## src/rtl/challenge_scrambler.sv

```systemverilog
// challenge_scrambler: multi-round LFSR challenge scrambler for the RO-PUF path; SCRAMBLER_NONLINEAR_EN adds the AND-rotate term
module challenge_scrambler #(
  parameter int WIDTH = 8,
  parameter int ROUNDS = 4,
  parameter logic [WIDTH-1:0] TAPS = 8'hB8,
  parameter logic [WIDTH-1:0] SEED = 8'hA5
) (
  input  logic             clk,
  input  logic             rst,
  input  logic             in_valid,
  output logic             in_ready,
  input  logic [WIDTH-1:0] input_challenge,
  input  logic             seed_valid,
  input  logic [WIDTH-1:0] seed,
  output logic             out_valid,
  input  logic             out_ready,
  output logic [WIDTH-1:0] output_challenge,
  output logic             busy
);
  typedef enum logic [1:0] {IDLE, MIX, HOLD} state_t;
  state_t state, state_nx;
  logic [WIDTH-1:0] x, lfsr, x_rnd, lfsr_step, nl;
  logic [3:0] rcnt;
  logic last;
  function automatic logic [WIDTH-1:0] rotl(input logic [WIDTH-1:0] v, input int n);
    return (v << n) | (v >> (WIDTH - n));
  endfunction
`ifdef SCRAMBLER_NONLINEAR_EN
  assign nl = rotl(x, 2) & rotl(x, 3);
`else
  assign nl = '0;
`endif
  assign x_rnd = rotl(x, 1) ^ lfsr ^ nl;
  assign lfsr_step = {lfsr[WIDTH-2:0], ^(lfsr & TAPS)};
  assign last = rcnt == 4'(ROUNDS - 1);
  assign in_ready = state == IDLE;
  assign busy = state == MIX;
  // next-state: accept in IDLE, leave MIX on the final round, leave HOLD when consumed
  always_comb begin
    state_nx = state;
    if (state == IDLE && in_valid) state_nx = MIX;
    if (state == MIX && last) state_nx = HOLD;
    if (state == HOLD && out_ready) state_nx = IDLE;
  end
  // state register
  always_ff @(posedge clk or negedge rst) begin
    if (!rst) state <= IDLE;
    else state <= state_nx;
  end
  // datapath: reseed/load in IDLE, one mixing round per MIX cycle, registered result held in HOLD
  always_ff @(posedge clk or negedge rst) begin
    if (!rst) begin
      lfsr <= SEED;
      x <= '0;
      rcnt <= '0;
      output_challenge <= '0;
      out_valid <= 1'b0;
    end else begin
      if (state == IDLE) begin
        if (seed_valid) lfsr <= (seed == '0) ? SEED : seed;
        if (in_valid) begin
          x <= input_challenge;
          rcnt <= '0;
        end
      end
      if (state == MIX) begin
        x <= x_rnd;
        lfsr <= lfsr_step;
        rcnt <= rcnt + 4'd1;
        if (last) begin
          output_challenge <= x_rnd;
          out_valid <= 1'b1;
        end
      end
      if (state == HOLD && out_ready) out_valid <= 1'b0;
    end
  end
endmodule
```

## config.mk

```make
export PLATFORM = sky130hd
export DESIGN_NAME = challenge_scrambler
export DESIGN_NICKNAME = d
export VERILOG_FILES = /design/src/rtl/challenge_scrambler.sv
export SDC_FILE = /design/constraint.sdc
export NUM_CORES = 1
export LEC_CHECK = 0
export ABC_AREA = 1
export CAP_MARGIN = 40
export CORE_ASPECT_RATIO = 0.9
export CORE_MARGIN = 1
export CORE_UTILIZATION = 45
export DETAILED_ROUTE_END_ITERATION = 8
export HOLD_SLACK_MARGIN = 0.08
export PLACE_DENSITY = 0.73
export SYNTH_ARGS = -nofsm -noshare
export SYNTH_HDL_FRONTEND = slang
export SYNTH_SLANG_ARGS = --single-unit
```

## constraint.sdc

```tcl
create_clock -name clk -period 1.1 [get_ports clk]
set_clock_uncertainty 0.1 [all_clocks]
set_input_delay 0.33 -clock clk [delete_from_list [all_inputs] [get_ports clk]]
set_output_delay 0.33 -clock clk [all_outputs]
set_load 0.03 [all_outputs]
```

# ---- Yosys cells after proc, flatten, opt, wreduce, memory -nomap -nowiden
# Cells that the tools add are included.
dict set report word_totals {
  word_cells 44
  input_bits 21
  register_bits 31
}
dict set report op_classes {
  add_sub_neg 1
  n_bitwise 2
  mux 16
  eq_ne 3
  n_reduce_logical 16
}
# operator count
set ops {}
lappend ops {{8-bit two-way mux} 7}
lappend ops {{4-bit two-way mux} 3}
lappend ops {{2-bit nonzero test} 5}
lappend ops {{8-bit logical NOT} 1}
lappend ops {{8-bit by 1-bit bitwise OR with 8-bit output} 1}
lappend ops {{2-bit AND reduction} 4}
lappend ops {{8-bit XOR reduction} 1}
lappend ops {{8-bit bitwise XOR} 1}
lappend ops {{2-bit two-way mux} 3}
lappend ops {{4-bit by 1-bit adder with 4-bit output, second input constant} 1}
lappend ops {{4-bit by 2-bit equality test with 1-bit output, second input constant} 1}
lappend ops {{1-bit logical AND} 3}
lappend ops {{1-bit two-way mux} 3}
lappend ops {{3-bit nonzero test} 1}
lappend ops {{2-bit by 1-bit equality test with 1-bit output, second input constant} 1}
lappend ops {{2-bit equality test, second input constant} 1}
lappend ops {{2-bit logical NOT} 1}

# ---- Depth between registers and ports, before layout
# Gate-level depths: netlist (run 1).
dict set report depth {
  ltp_word 5
  depth_mapped 7
  depth_no_buf 7
}

# ---- Worst setup path before layout (run 1)
# OpenSTA, ideal clock, no wires.
dict set report synth_path {
  path_kind {register -> output}
  startpoint {register state[0]}
  endpoint {output busy}
  setup_slack_ns -0.196
  required_time_ns 0.670
  path_stages_with_launch 4
  n_path_buf 1
  arrival_time_ns 0.866
  cell_sequence {dfrtp_1 > inv_2 > nor2_4 > buf_2}
}
dict set report synth_via {
  elab_chain_cells 1
}
# item line_no
set synth_rtl {}
lappend synth_rtl {{from (decl)} 21} ;# state_t state, state_nx;
lappend synth_rtl {{from (signal assigned)} 48} ;# else state <= state_nx;
lappend synth_rtl {{2-bit by 1-bit equality test with 1-bit output} 37} ;# assign busy = state == MIX;
lappend synth_rtl {{to (decl)} 18} ;# output logic busy
# Every way passes these cells.

# ---- Final worst setup path (run 1)
dict set report layout_path {
  startpoint {register state[1]}
  endpoint {output in_ready}
}
dict set report layout_via {
  elab_chain_cells 1
}
# item line_no
set layout_rtl {}
lappend layout_rtl {{2-bit logical NOT} 36} ;# assign in_ready = state == IDLE;
lappend layout_rtl {{to (decl)} 11} ;# output logic in_ready,
# Every way passes these cells.

==> flow_results.xml, run 1 <==
<?xml version="1.0" encoding="UTF-8"?>
<metrics>
  <group name="status">
    <metric name="run_status" unit="">finished with violations</metric>
    <metric name="violated_checks" unit="">setup timing</metric>
  </group>
  <group name="sta">
    <metric name="final_period_minus_worst_setup_slack" unit="ns">1.53</metric>
    <metric name="grt_setup_unrepaired" unit="">true</metric>
    <metric name="timing.setup.tns" unit="ns">-10.77</metric>
    <metric name="maxSlewViolCount" unit="">0</metric>
    <metric name="fmax_achieved" unit="GHz">0.652</metric>
    <metric name="share_of_the_cycle_needed_by_the_critical_path_after_routing" unit="">1.39</metric>
    <metric name="least_setup_slack_across_all_paths_after_layout" unit="ns">-0.433</metric>
    <metric name="setup-violations-final" unit="">42</metric>
    <metric name="worst_pin_slew" unit="ns">0.367</metric>
    <metric name="slew-limit-headroom" unit="">0.754</metric>
    <metric name="timing_hold_violations_final" unit="">0</metric>
  </group>
  <group name="place">
    <metric name="gp_congestion" unit="">0.865</metric>
    <metric name="placedInstanceArea" unit="um^2">2060</metric>
    <metric name="place_ws" unit="ns">-0.408</metric>
    <metric name="hpwl" unit="um">2770</metric>
    <metric name="io_buffers" unit="">31</metric>
  </group>
  <group name="global_route">
    <metric name="groute.usage.overall" unit="">0.316</metric>
    <metric name="largest_net_degree_at_the_start_of_global_routing" unit="">32</metric>
    <metric name="grt_pass1_wl" unit="um">8320</metric>
    <metric name="grt_overflow_total" unit="">0</metric>
    <metric name="grt_pass1_vias" unit="">1786</metric>
    <metric name="antenna_found_initial" unit="">0</metric>
  </group>
  <group name="routing">
    <metric name="drt-total-wl" unit="um">5970</metric>
    <metric name="routed_via_density" unit="">5.71</metric>
    <metric name="mean_routed_wirelength_per_cell" unit="um">19.4</metric>
    <metric name="dr.pass1.iters" unit="">4</metric>
    <metric name="final_antenna_net_count" unit="">0</metric>
    <metric name="dr.first_iter.drc_count" unit="">157</metric>
    <metric name="drc" unit="">0</metric>
    <metric name="vias" unit="">1759</metric>
  </group>
  <group name="final_layout">
    <metric name="most-common-layout-cells" unit="">nand2_1 (37), buf_4 (26), dfrtp_1 (25)</metric>
    <metric name="fin_nets" unit="">287</metric>
    <metric name="area_of_all_placed_cells_without_fillers" unit="um^2">2780</metric>
    <metric name="layout-area-overhead-vs-synth" unit="%">81.7</metric>
    <metric name="n_antenna_cell" unit="">0</metric>
    <metric name="post_route_cells_drive_above_1_share" unit="">0.530</metric>
    <metric name="final_common_cell" unit="">nand2_1</metric>
    <metric name="postLayoutCoreUtil" unit="">0.886</metric>
    <metric name="num-fill-cells" unit="">137</metric>
  </group>
  <group name="floorplan">
    <metric name="start_util" unit="">0.488</metric>
    <metric name="die_x" unit="um">63.5</metric>
    <metric name="ios" unit="">32</metric>
    <metric name="core-area" unit="um^2">3140</metric>
    <metric name="row_count" unit="">19</metric>
    <metric name="die-area" unit="um^2">3640</metric>
    <metric name="die-height" unit="um">57.3</metric>
  </group>
  <group name="power_and_ir_drop">
    <metric name="power_density" unit="nW/um^2">878</metric>
    <metric name="power.total" unit="mW">2.44</metric>
    <metric name="leakagePower" unit="nW">1.29</metric>
    <metric name="ir_worst_vdd" unit="mV">1.27</metric>
  </group>
  <group name="clocking">
    <metric name="cts_tree" unit="">yes</metric>
    <metric name="insertion_delay" unit="ns">0.30</metric>
    <metric name="total_clock_sinks" unit="">31</metric>
    <metric name="clkSlewWorstSetupHoldPaths" unit="ns">0.07</metric>
    <metric name="clock_root_buffer" unit="">clkbuf_8</metric>
    <metric name="cts_htree_levels" unit="">2</metric>
    <metric name="cts_inserted_buffers" unit="">5</metric>
    <metric name="max-clock-path-buffers" unit="">2</metric>
  </group>
  <group name="setup_path">
    <metric name="reg2reg_depth" unit="">6</metric>
    <metric name="cp_slowest_stage_delay" unit="ns">0.45</metric>
    <metric name="crit_path_cell_trace" unit="">buf_6 &gt; nor2_4 &gt; buf_6</metric>
    <metric name="critPathMaxFanout" unit="">3</metric>
    <metric name="cp_data_arrival_time" unit="ns">1.10</metric>
    <metric name="crit_slowest_cell" unit="">dfrtp_2</metric>
    <metric name="cp_common_cell" unit="">buf_6</metric>
    <metric name="cp-start-kind" unit="">register</metric>
    <metric name="critical_path.endpoint_type" unit="">output port</metric>
    <metric name="timing.critical_path.required" unit="ns">0.67</metric>
    <metric name="timing.setup.critical_path_class" unit="">register to output port</metric>
  </group>
  <group name="logic_synthesis">
    <metric name="synth_cell_type_count" unit="">22</metric>
    <metric name="mean_cell_area_of_the_mapped_netlist" unit="um^2">8.23</metric>
    <metric name="netlist_area" unit="um^2">1530</metric>
    <metric name="yosysWarningCount" unit="">0</metric>
    <metric name="synth_fp_nets" unit="">208</metric>
    <metric name="synth_cells" unit="">186</metric>
    <metric name="seq_area_frac_synth" unit="">0.510</metric>
    <metric name="ys_seq_elements" unit="">31</metric>
  </group>
  <group name="worst_hold_path">
    <metric name="min-delay-path-class" unit="">input pin to async pin</metric>
  </group>
  <group name="job">
    <metric name="max-cap-violations" unit="">0</metric>
  </group>
</metrics>
## logic make-up after synthesis
logic type | count (synthesis) | synth area share
compound gates | 38 | 0.134
simple gates | 90 | 0.243
xor+xnor | 10 | 0.0572
flops | 31 | 0.510
fa+ha+maj | 1 | 0.00818
buf+inv | 16 | 0.0474
## what timing repair did
action                                  CTS  global route
pin swaps                                 9            14
hold buffers                              0             0
endpoints found under the hold margin     0             0
gates resized for setup                  76            57
endpoints found under the setup margin   42            42
setup buffers                            11            10
cloned                                    3             0
## metrics by stage
step	cells	hold WS [ns]
6_report	308	0.295
3_3_place_gp	280	0.364
4_1_cts	302	0.309
5_1_grt	308	0.330
2_1_floorplan	186	-0.0656
3_5_place_dp	280	0.374
## flip-flops by register name (all words and copies together) (netlist names)
| register | flops |
|---|---|
| x | 8 |
| rcnt | 4 |
| state | 2 |
| lfsr | 8 |
| output_challenge | 8 |
| out_valid | 1 |
## cells in the mapped netlist (all sizes together)
master	count	area (um^2)
o21ai	19	98.8
dfstp	4	105
nand2	57	214
clkinv	1	5.00
a21oi	12	60.1
or2	1	6.26
dfrtp	27	676
xor2	9	78.8
nand3	5	25.0
inv	10	37.5
o22ai	5	31.3
ha	1	12.5
xnor2	1	8.76
nor2	26	105
nand4	1	21.3
a22oi	2	15.0
buf	5	30.0
## layer usage
layer,part of all wire,track usage
met1,0.37,0.358
met4,0.038,0.214
met3,0.072,0.0640
met2,0.52,0.541
met5,0,0
## report_power, final
part           leakage (nW)  switching (mW)  internal, mW
Clock                0.0524           0.467         0.678
Combinational         0.914          0.0677        0.0891
Sequential            0.324               0          1.14
## worst paths after layout
check / slack, ns / from / end
max in group asynchronous: 0.36 / rst / lfsr[5]
max: -0.43 / state[1] / in_ready
min: 0.29 / rst / output_challenge[2]
min reg2reg: 0.41 / output_challenge[2] / output_challenge[2]
max reg2reg: -0.38 / state[1] / out_valid
min in group clk: 0.41 / output_challenge[2] / output_challenge[2]
## worst max-delay path: cells and delay by family (launching register included)
kind	cells	cell delay, ns
and+or+nand+nor	1	0.09
buffers and inverters	2	0.28
DFF	1	0.45
## final cells by class
cell class / instances / area, um^2 / area share
Clock buffer: 7 / 76.3 / 0.0275
Clock inverter: 1 / 30.0 / 0.0108
Sequential cell: 31 / 783 / 0.282
Tap cell: 42 / 52.6 / 0.0189
Timing Repair Buffer: 75 / 767 / 0.276
Timing Repair inverter: 1 / 8.76 / 0.00315
Multi-Input combinational cell: 140 / 1000 / 0.360
Inverter: 11 / 61.3 / 0.0221
Note: power is estimated with default switching activity, not from simulation.
==> run 2: changes to the inputs <==
--- a/config.mk
+++ b/config.mk
@@ -6,7 +6,7 @@
 export NUM_CORES = 1
 export LEC_CHECK = 0
 export ABC_AREA = 1
-export CAP_MARGIN = 40
+export CAP_MARGIN = 10
 export CORE_ASPECT_RATIO = 0.9
 export CORE_MARGIN = 1
 export CORE_UTILIZATION = 45
==> results of run 2 <==
No change in the layout: final DEF, timing and power equal those of run 1.
==> run 3: changes to the inputs <==
--- a/config.mk
+++ b/config.mk
@@ -9,10 +9,10 @@
 export CAP_MARGIN = 10
 export CORE_ASPECT_RATIO = 0.9
 export CORE_MARGIN = 1
-export CORE_UTILIZATION = 45
+export CORE_UTILIZATION = 54
 export DETAILED_ROUTE_END_ITERATION = 8
 export HOLD_SLACK_MARGIN = 0.08
-export PLACE_DENSITY = 0.73
+export PLACE_DENSITY = 0.95
 export SYNTH_ARGS = -nofsm -noshare
 export SYNTH_HDL_FRONTEND = slang
 export SYNTH_SLANG_ARGS = --single-unit
==> constraint.sdc (replaced) <==
create_clock -name clk -period 1.8 [get_ports clk]
set_clock_uncertainty 0.1 [all_clocks]
set_input_delay 0.54 -clock clk [delete_from_list [all_inputs] [get_ports clk]]
set_output_delay 0.54 -clock clk [all_outputs]
set_load 0.03 [all_outputs]
==> run 3 against run 2 <==
- highest routed layer unchanged
- critical endpoint is now output_challenge[4]
- the flow now finishes without violations
- critical path depth shrank 2
- via count shrank 17%
- critical path type unchanged
- register-to-register slack gained 0.70 ns
- cell count shrank 13%
==> flow_results.xml, run 3 (synthesized netlist as in run 1, its figures left out) <==
<?xml version="1.0" encoding="UTF-8"?>
<metrics>
  <group name="clocking">
    <metric name="cts_tree" unit="">yes</metric>
    <metric name="postCtsHoldBufs" unit="">0</metric>
    <metric name="insertion_delay" unit="ns">0.35</metric>
    <metric name="cts_inserted_buffers" unit="">5</metric>
    <metric name="total_clock_sinks" unit="">31</metric>
    <metric name="max-clock-path-buffers" unit="">2</metric>
    <metric name="clock_root_buffer" unit="">clkbuf_4</metric>
    <metric name="cts_htree_levels" unit="">2</metric>
    <metric name="clkSlewWorstSetupHoldPaths" unit="ns">0.11</metric>
  </group>
  <group name="sta">
    <metric name="maxSlewViolCount" unit="">0</metric>
    <metric name="slew-limit-headroom" unit="">0.801</metric>
    <metric name="timing_hold_violations_final" unit="">0</metric>
    <metric name="fmax_achieved" unit="GHz">0.575</metric>
    <metric name="share_of_the_cycle_needed_by_the_critical_path_after_routing" unit="">0.966</metric>
    <metric name="final_period_minus_worst_setup_slack" unit="ns">1.74</metric>
    <metric name="grt_setup_unrepaired" unit="">false</metric>
    <metric name="worst_pin_slew" unit="ns">0.300</metric>
    <metric name="timing.setup.tns" unit="ns">0</metric>
    <metric name="setup-violations-final" unit="">0</metric>
    <metric name="least_setup_slack_across_all_paths_after_layout" unit="ns">0.0605</metric>
  </group>
  <group name="worst_hold_path">
    <metric name="min-delay-path-class" unit="">register to register</metric>
    <metric name="hold_path_startpoint" unit="">output_challenge[3]</metric>
    <metric name="min_path_cells" unit="">2</metric>
    <metric name="hold-path-endpoint" unit="">output_challenge[3]</metric>
  </group>
  <group name="setup_path">
    <metric name="cp_data_arrival_time" unit="ns">1.10</metric>
    <metric name="critPathTopFamily" unit="">buffers and inverters</metric>
    <metric name="critical_path.endpoint_type" unit="">output port</metric>
    <metric name="reg2reg_depth" unit="">7</metric>
    <metric name="critical_path.n_buffers_inverters" unit="">1</metric>
    <metric name="path_depth" unit="">1</metric>
    <metric name="timing.setup.critical_path_class" unit="">register to output port</metric>
    <metric name="cp_slowest_stage_delay" unit="ns">0.39</metric>
    <metric name="timing.reg2reg.setup_slack" unit="ns">0.32</metric>
    <metric name="timing.rr.start" unit="">state[0]</metric>
    <metric name="crit_path_cell_trace" unit="">dlygate4sd2_1</metric>
    <metric name="timing.critical_path.required" unit="ns">1.16</metric>
    <metric name="critPathMaxFanout" unit="">2</metric>
    <metric name="regToRegEndpoint" unit="">out_valid</metric>
    <metric name="cp-start-kind" unit="">register</metric>
    <metric name="crit_slowest_cell" unit="">dlygate4sd2_1</metric>
  </group>
  <group name="floorplan">
    <metric name="core-area" unit="um^2">2570</metric>
    <metric name="row_count" unit="">17</metric>
    <metric name="start_util" unit="">0.595</metric>
    <metric name="ios" unit="">32</metric>
    <metric name="die-height" unit="um">52.5</metric>
    <metric name="die-area" unit="um^2">3050</metric>
    <metric name="die_x" unit="um">58.1</metric>
  </group>
  <group name="final_layout">
    <metric name="final_common_cell" unit="">nand2_1</metric>
    <metric name="layout-area-overhead-vs-synth" unit="%">32.5</metric>
    <metric name="leading_registers_by_flop_count" unit="">lfsr x8, output_challenge x8, x x8</metric>
    <metric name="multi_input_area" unit="um^2">677</metric>
    <metric name="n_antenna_cell" unit="">0</metric>
    <metric name="fin_nets" unit="">252</metric>
    <metric name="num-fill-cells" unit="">169</metric>
    <metric name="final-seq-area" unit="um^2">782</metric>
    <metric name="post_route_cells_drive_above_1_share" unit="">0.143</metric>
    <metric name="most-common-layout-cells" unit="">nand2_1 (57), dfrtp_1 (26), nor2_1 (25)</metric>
  </group>
  <group name="routing">
    <metric name="wl_met2" unit="um">1920</metric>
    <metric name="dr.first_iter.drc_count" unit="">51</metric>
    <metric name="dr.pass1.iters" unit="">4</metric>
    <metric name="drc" unit="">0</metric>
    <metric name="drt-total-wl" unit="um">3840</metric>
    <metric name="dr.max_layer_used" unit="">met4</metric>
    <metric name="vias" unit="">1455</metric>
    <metric name="routed_via_density" unit="">5.41</metric>
    <metric name="mean_routed_wirelength_per_cell" unit="um">14.3</metric>
    <metric name="final_antenna_net_count" unit="">0</metric>
    <metric name="detail_route.wirelength.met1" unit="um">1540</metric>
    <metric name="met3RoutedLength" unit="um">247</metric>
  </group>
  <group name="power_and_ir_drop">
    <metric name="power_density" unit="nW/um^2">665</metric>
    <metric name="leakagePower" unit="nW">0.978</metric>
    <metric name="ir_worst_vdd" unit="mV">0.689</metric>
  </group>
  <group name="global_route">
    <metric name="grt_pass1_wl" unit="um">6340</metric>
    <metric name="antenna_found_initial" unit="">0</metric>
    <metric name="groute.usage.overall" unit="">0.290</metric>
    <metric name="grt_overflow_total" unit="">0</metric>
    <metric name="grt_pass1_vias" unit="">1453</metric>
    <metric name="largest_net_degree_at_the_start_of_global_routing" unit="">32</metric>
  </group>
  <group name="place">
    <metric name="io_buffers" unit="">31</metric>
    <metric name="gp_congestion" unit="">0.835</metric>
    <metric name="hpwl" unit="um">2590</metric>
    <metric name="place_ws" unit="ns">0.000654</metric>
  </group>
  <group name="status">
    <metric name="run_status" unit="">finished, final reports clean</metric>
  </group>
  <group name="job">
    <metric name="max-cap-violations" unit="">0</metric>
  </group>
</metrics>
-- run 3: how the worst max path moves through the flow --
stage                         from                   to
2_1_floorplan             state[0]                 busy
3_3_place_gp               seed[7]              lfsr[5]
3_5_place_dp            seed_valid              lfsr[3]
4_1_cts                   state[0]                 busy
5_1_grt                   state[1]             in_ready
6_report       output_challenge[4]  output_challenge[4]
-- run 3: power breakdown --
group / total (mW) / switching (mW) / internal, mW
sequential: 0.696 / 0 / 0.696
combinational: 0.0719 / 0.0263 / 0.0456
clock: 0.580 / 0.252 / 0.328
-- run 3: layer usage --
layer	GRT usage	vias up
li1	-	690
met1	0.332	692
met2	0.496	58
met3	0.0840	15
met4	0.151	0
met5	0	-
-- run 3: cell type report --
| cell class | instances | area share |
|---|---|---|
| tap | 38 | 0.0235 |
| clock buffer | 6 | 0.0253 |
| timing repair buffer | 42 | 0.193 |
| inverter | 11 | 0.0210 |
| multi-input combinational | 139 | 0.334 |
| clock inverter | 2 | 0.0173 |
| sequential | 31 | 0.386 |
-- run 3: what timing repair did --
item,in CTS,in global routing
setup endpoints to repair,10,3
gates resized for setup,10,2
pin swaps,1,0
buffers inserted,1,1
-- run 3: worst reg2reg max path, stage by stage (launching register included) --
cell	delay [ns]
dfrtp_2	0.44
inv_2	0.10
nor2_4	0.05
buf_4	0.17
nand4_4	0.14
clkinv_2	0.20
nor2_1	0.13
nor2_1	0.05
-- run 3: through the flow --
step           total power, mW  std cells   util  hold WS [ns]  instance area, um^2
3_3_place_gp             0.782        259  0.751         0.361                 1930
6_report                  1.35        269  0.788         0.382                 2030
2_1_floorplan            0.716        186      -         0.144                 1530
4_1_cts                   1.36        268  0.784         0.387                 2020
5_1_grt                   1.39        269  0.788         0.406                 2030
3_5_place_dp             0.783        259  0.751         0.365                 1930
